## config.mk

```make
export PLATFORM = sky130hd
export DESIGN_NAME = cfi_classify
export DESIGN_NICKNAME = d
export VERILOG_FILES = /design/src/rtl/cfi_pkg.sv /design/src/rtl/cfi_classify.sv
export SDC_FILE = /design/constraint.sdc
export NUM_CORES = 1
export LEC_CHECK = 0
export CAP_MARGIN = 20
export CORE_AREA = 2 2 108 110
export DETAILED_ROUTE_END_ITERATION = 8
export DIE_AREA = 0 0 110 112
export GPL_TIMING_DRIVEN = 0
export PLACE_DENSITY = 0.46
export SLEW_MARGIN = 0
export SYNTH_ARGS = -nofsm -noshare
export SYNTH_HDL_FRONTEND = slang
export SYNTH_SLANG_ARGS = --single-unit
```

## constraint.sdc

```tcl
create_clock -name vclk -period 1
set_input_delay 0.2 -clock vclk [all_inputs]
set_output_delay 0.2 -clock vclk [all_outputs]
set_load 0.05 [all_outputs]
```

## src/rtl/cfi_pkg.sv

```systemverilog
// Shared types and classification helpers for the commit-stage CFI marker checker.
package cfi_pkg;

  localparam int XLEN = 64;

  // Exception cause raised on a control-flow-integrity violation.
  localparam logic [XLEN-1:0] BREAKPOINT = 64'd3;

  typedef enum logic [3:0] {
    ADD, SUB, ANDL, ORL, JAL, JALR, LOAD, STORE
  } fu_op;

  typedef struct packed {
    logic [XLEN-1:0] cause;
    logic [XLEN-1:0] tval;
    logic            valid;
  } exception_t;

  typedef struct packed {
    logic [XLEN-1:0] pc;
    fu_op            op;
    logic [4:0]      rs1;
    logic [4:0]      rd;
    logic [XLEN-1:0] result;
    exception_t      ex;
  } scoreboard_entry_t;

  // Encodings double as the pending_o value (00 none, 01 call, 10 return).
  typedef enum logic [1:0] {
    IDLE     = 2'b00,
    EXP_CALL = 2'b01,
    EXP_RET  = 2'b10
  } cfi_state_e;

  typedef enum logic [2:0] {
    OTHER, CALL, RET, MRK_CALL, MRK_RET
  } cfi_class_e;

  // Return: jalr x0, 0(ra).
  function automatic logic is_ret(fu_op op, logic [4:0] rd, logic [4:0] rs1);
    return (op == JALR) && (rd == 5'd0) && (rs1 == 5'd1);
  endfunction

  // Call: any jump that links.
  function automatic logic is_call(fu_op op, logic [4:0] rd);
    return ((op == JAL) || (op == JALR)) && (rd != 5'd0);
  endfunction

  // Marker: a NOP-like op writing x0 from x0, tagged by its immediate.
  function automatic logic is_marker(fu_op op, logic [4:0] rd, logic [4:0] rs1,
                                     logic [4:0] res, fu_op marker_op, logic [4:0] imm);
    return (op == marker_op) && (rd == 5'd0) && (rs1 == 5'd0) && (res == imm);
  endfunction

endpackage

```

## src/rtl/cfi_classify.sv

```systemverilog
// Purely combinational classifier for one retiring entry.
module cfi_classify
  import cfi_pkg::*;
#(
  parameter fu_op       MARKER_OP       = ADD,
  parameter logic [4:0] MARKER_IMM_CALL = 5'h2,
  parameter logic [4:0] MARKER_IMM_RET  = 5'h1
) (
  input  scoreboard_entry_t instr,
  output cfi_class_e        cls,
  output logic              trap
);

  // Fields the classifier has no use for.
  logic unused_fields;
  assign unused_fields = ^{instr.pc, instr.result[XLEN-1:5], instr.ex.cause, instr.ex.tval};

  // Priority classification; excepting entries never count as call/return.
  always_comb begin
    cls  = OTHER;
    trap = instr.ex.valid;
    if (!instr.ex.valid && is_ret(instr.op, instr.rd, instr.rs1))
      cls = RET;
    else if (!instr.ex.valid && is_call(instr.op, instr.rd))
      cls = CALL;
    else if (is_marker(instr.op, instr.rd, instr.rs1, instr.result[4:0], MARKER_OP, MARKER_IMM_CALL))
      cls = MRK_CALL;
    else if (is_marker(instr.op, instr.rd, instr.rs1, instr.result[4:0], MARKER_OP, MARKER_IMM_RET))
      cls = MRK_RET;
  end

endmodule

```

==> metrics <==
status=finished, violations left; failing checks=setup timing; IO Count=275; startpoint types=primary input; Routed WL=829 µm; Final Worst Setup Slack=-0.425 ns; Post-Syn Area per Cell=7.42 µm²; Seq cells=0; Post-Synthesis Cell Area=111 µm²; Max-Cap Viols=0; Synth-to-Final Area Change=489%; Worst EP arrival=1.23 ns; largest net degree at the start of global routing=4; Sw Pwr=60.1 µW; worst slack, placed=-1.49 ns; Hold Path Class=primary input to primary output; Routed Antenna Nets=0; CP endpoint kind=primary output; Synth top area share=0.225; Layout Utilization=0.0587; Layout clock buffers=0; post-route insts no fill=186; Leak=0.181 nW; Hold Crit Endpoint=cls[1]; FF+latch area=0 µm²; Final Setup Violations=3; DRC viols=0; die area=0.0123 mm²; maximum vdd drop=0.0806 mV; P per Cell Area=204 mW/mm²; worst hold slack=0.800 ns; initial antenna violation count=0; Critical Path RT=0.80 ns; Initial Utilization=0.00997; fin nets=316; Seq pwr share=0; P_int=73.4 µW; ranking of synthesized cells by instance count=nand3_1 (2), nand4b_1 (2), nor2_1 (2), nor4_2 (2); Synth Instances=15; Routability Congestion=0.649; hold_sp=instr[206]; hold path cells=5; CP max FO=2; GRT Total Usage=0.0133; sequential-to-total area share from yosys stat=0; Slew Viols, Final=0; Netlist cell types=11; CP Class=primary input to primary output; Clock power frac=0; Max Fclk=0.702 GHz; Antenna Cells=0; Port Buf Inserts=24; share of layout cells above drive strength 1=0.651; worst slew pin tran=0.273 ns; largest area contributor in the netlist=nor4_2; combinational share of power=1.000; Hold-fix buffers, CTS=0; chip height=112 µm; wire per inst=4.46 µm; initial drt markers=2; min Tclk post-route=1.43 ns; vias post-DR=243; Synth area leaders=nor4_2 (22%), nand4b_1 (16%), nor4b_2 (13%); Pre-antenna DRT Iters=2; Final period util=1.43; vias per cell=1.31; core area=0.0112 mm²; Syn Nets=286; # rows=39; sw frac=0.450; DIE WIDTH=110 µm; Final Power=134 µW; placed cells=182; slew margin rel.=0.816; first-pass GRT wire length=1280 µm; GR Overflow Total=0; Ys Warns=0; RSZ-0062 raised after global routing=yes; vias in the first global route=274; final hold violation count=0; dpl hpwl=724 µm
[per-stage QoR]
| stage | TNS, ns | cell area, µm² |
|---|---|---|
| detailed placement | -5.19 | 619 |
| global placement | -5.15 | 619 |
| CTS | -1.26 | 652 |
| finish | -1.25 | 656 |
| floorplan | -0.702 | 200 |
| global route | -1.40 | 656 |
[layer usage]
metal	track usage	up-vias	routed length, µm
met1	0.0190	101	391
met2	0.0184	24	280
met3	0.00761	0	157
li1	-	118	-
met5	0	-	0
met4	0	0	0
[power groups by stage]
stage                     registers, mW  logic (mW)  clock network [mW]
final                                 0       0.134                   0
after global routing                  0       0.142                   0
after CTS                             0       0.134                   0
after detailed placement              0       0.145                   0
after global placement                0       0.145                   0
after floorplan                       0      0.0355                   0
[area by class of cell]
class	count	area [µm²]
Timing Repair Buffer	28	255
Tap cell	143	179
Buffer	1	7.51
Multi-Input combinational cell	14	214
Fill cell	1298	10500
[what timing repair did]
action / CTS / global route
gates resized for setup: 81 / 1
buffers inserted: 4 / 0
endpoints found under the setup margin: 4 / 3
pin swaps: 11 / 5
[placed cells by master, fill, tap and decap left out, drive strengths merged]
cell	count
clkdlybuf4s15	4
a21oi	1
nand4b	2
nor3	1
nand2	1
o2bb2ai	1
buf	15
nor4b	1
nor2	2
nor4	3
nand3	2
dlygate4sd2	10
[cell families (layout without fill, tap and decap cells)]
group	count (synthesis)	in the layout	share of synthesized area
and+or+nand+nor	12	12	0.809
buffers and inverters	1	29	0.0674
AOI/OAI and AO/OA	2	2	0.124
[worst max path at each step]
stage / slack [ns] / from / endpoint
after floorplan: -0.29 / instr[203] / cls[1]
after global placement: -1.47 / instr[206] / cls[1]
after detailed placement: -1.49 / instr[206] / cls[0]
after CTS: -0.44 / instr[133] / cls[1]
after global routing: -0.49 / instr[206] / cls[1]
final: -0.43 / instr[203] / cls[1]
[worst max-delay path, stage by stage]
cell and delay [ns]:
buf_2 0.13, nor4_4 0.28, nand4b_1 0.16, buf_4 0.17
a21oi_4 0.11, buf_6 0.17
(Power assumes the default switching activity.)
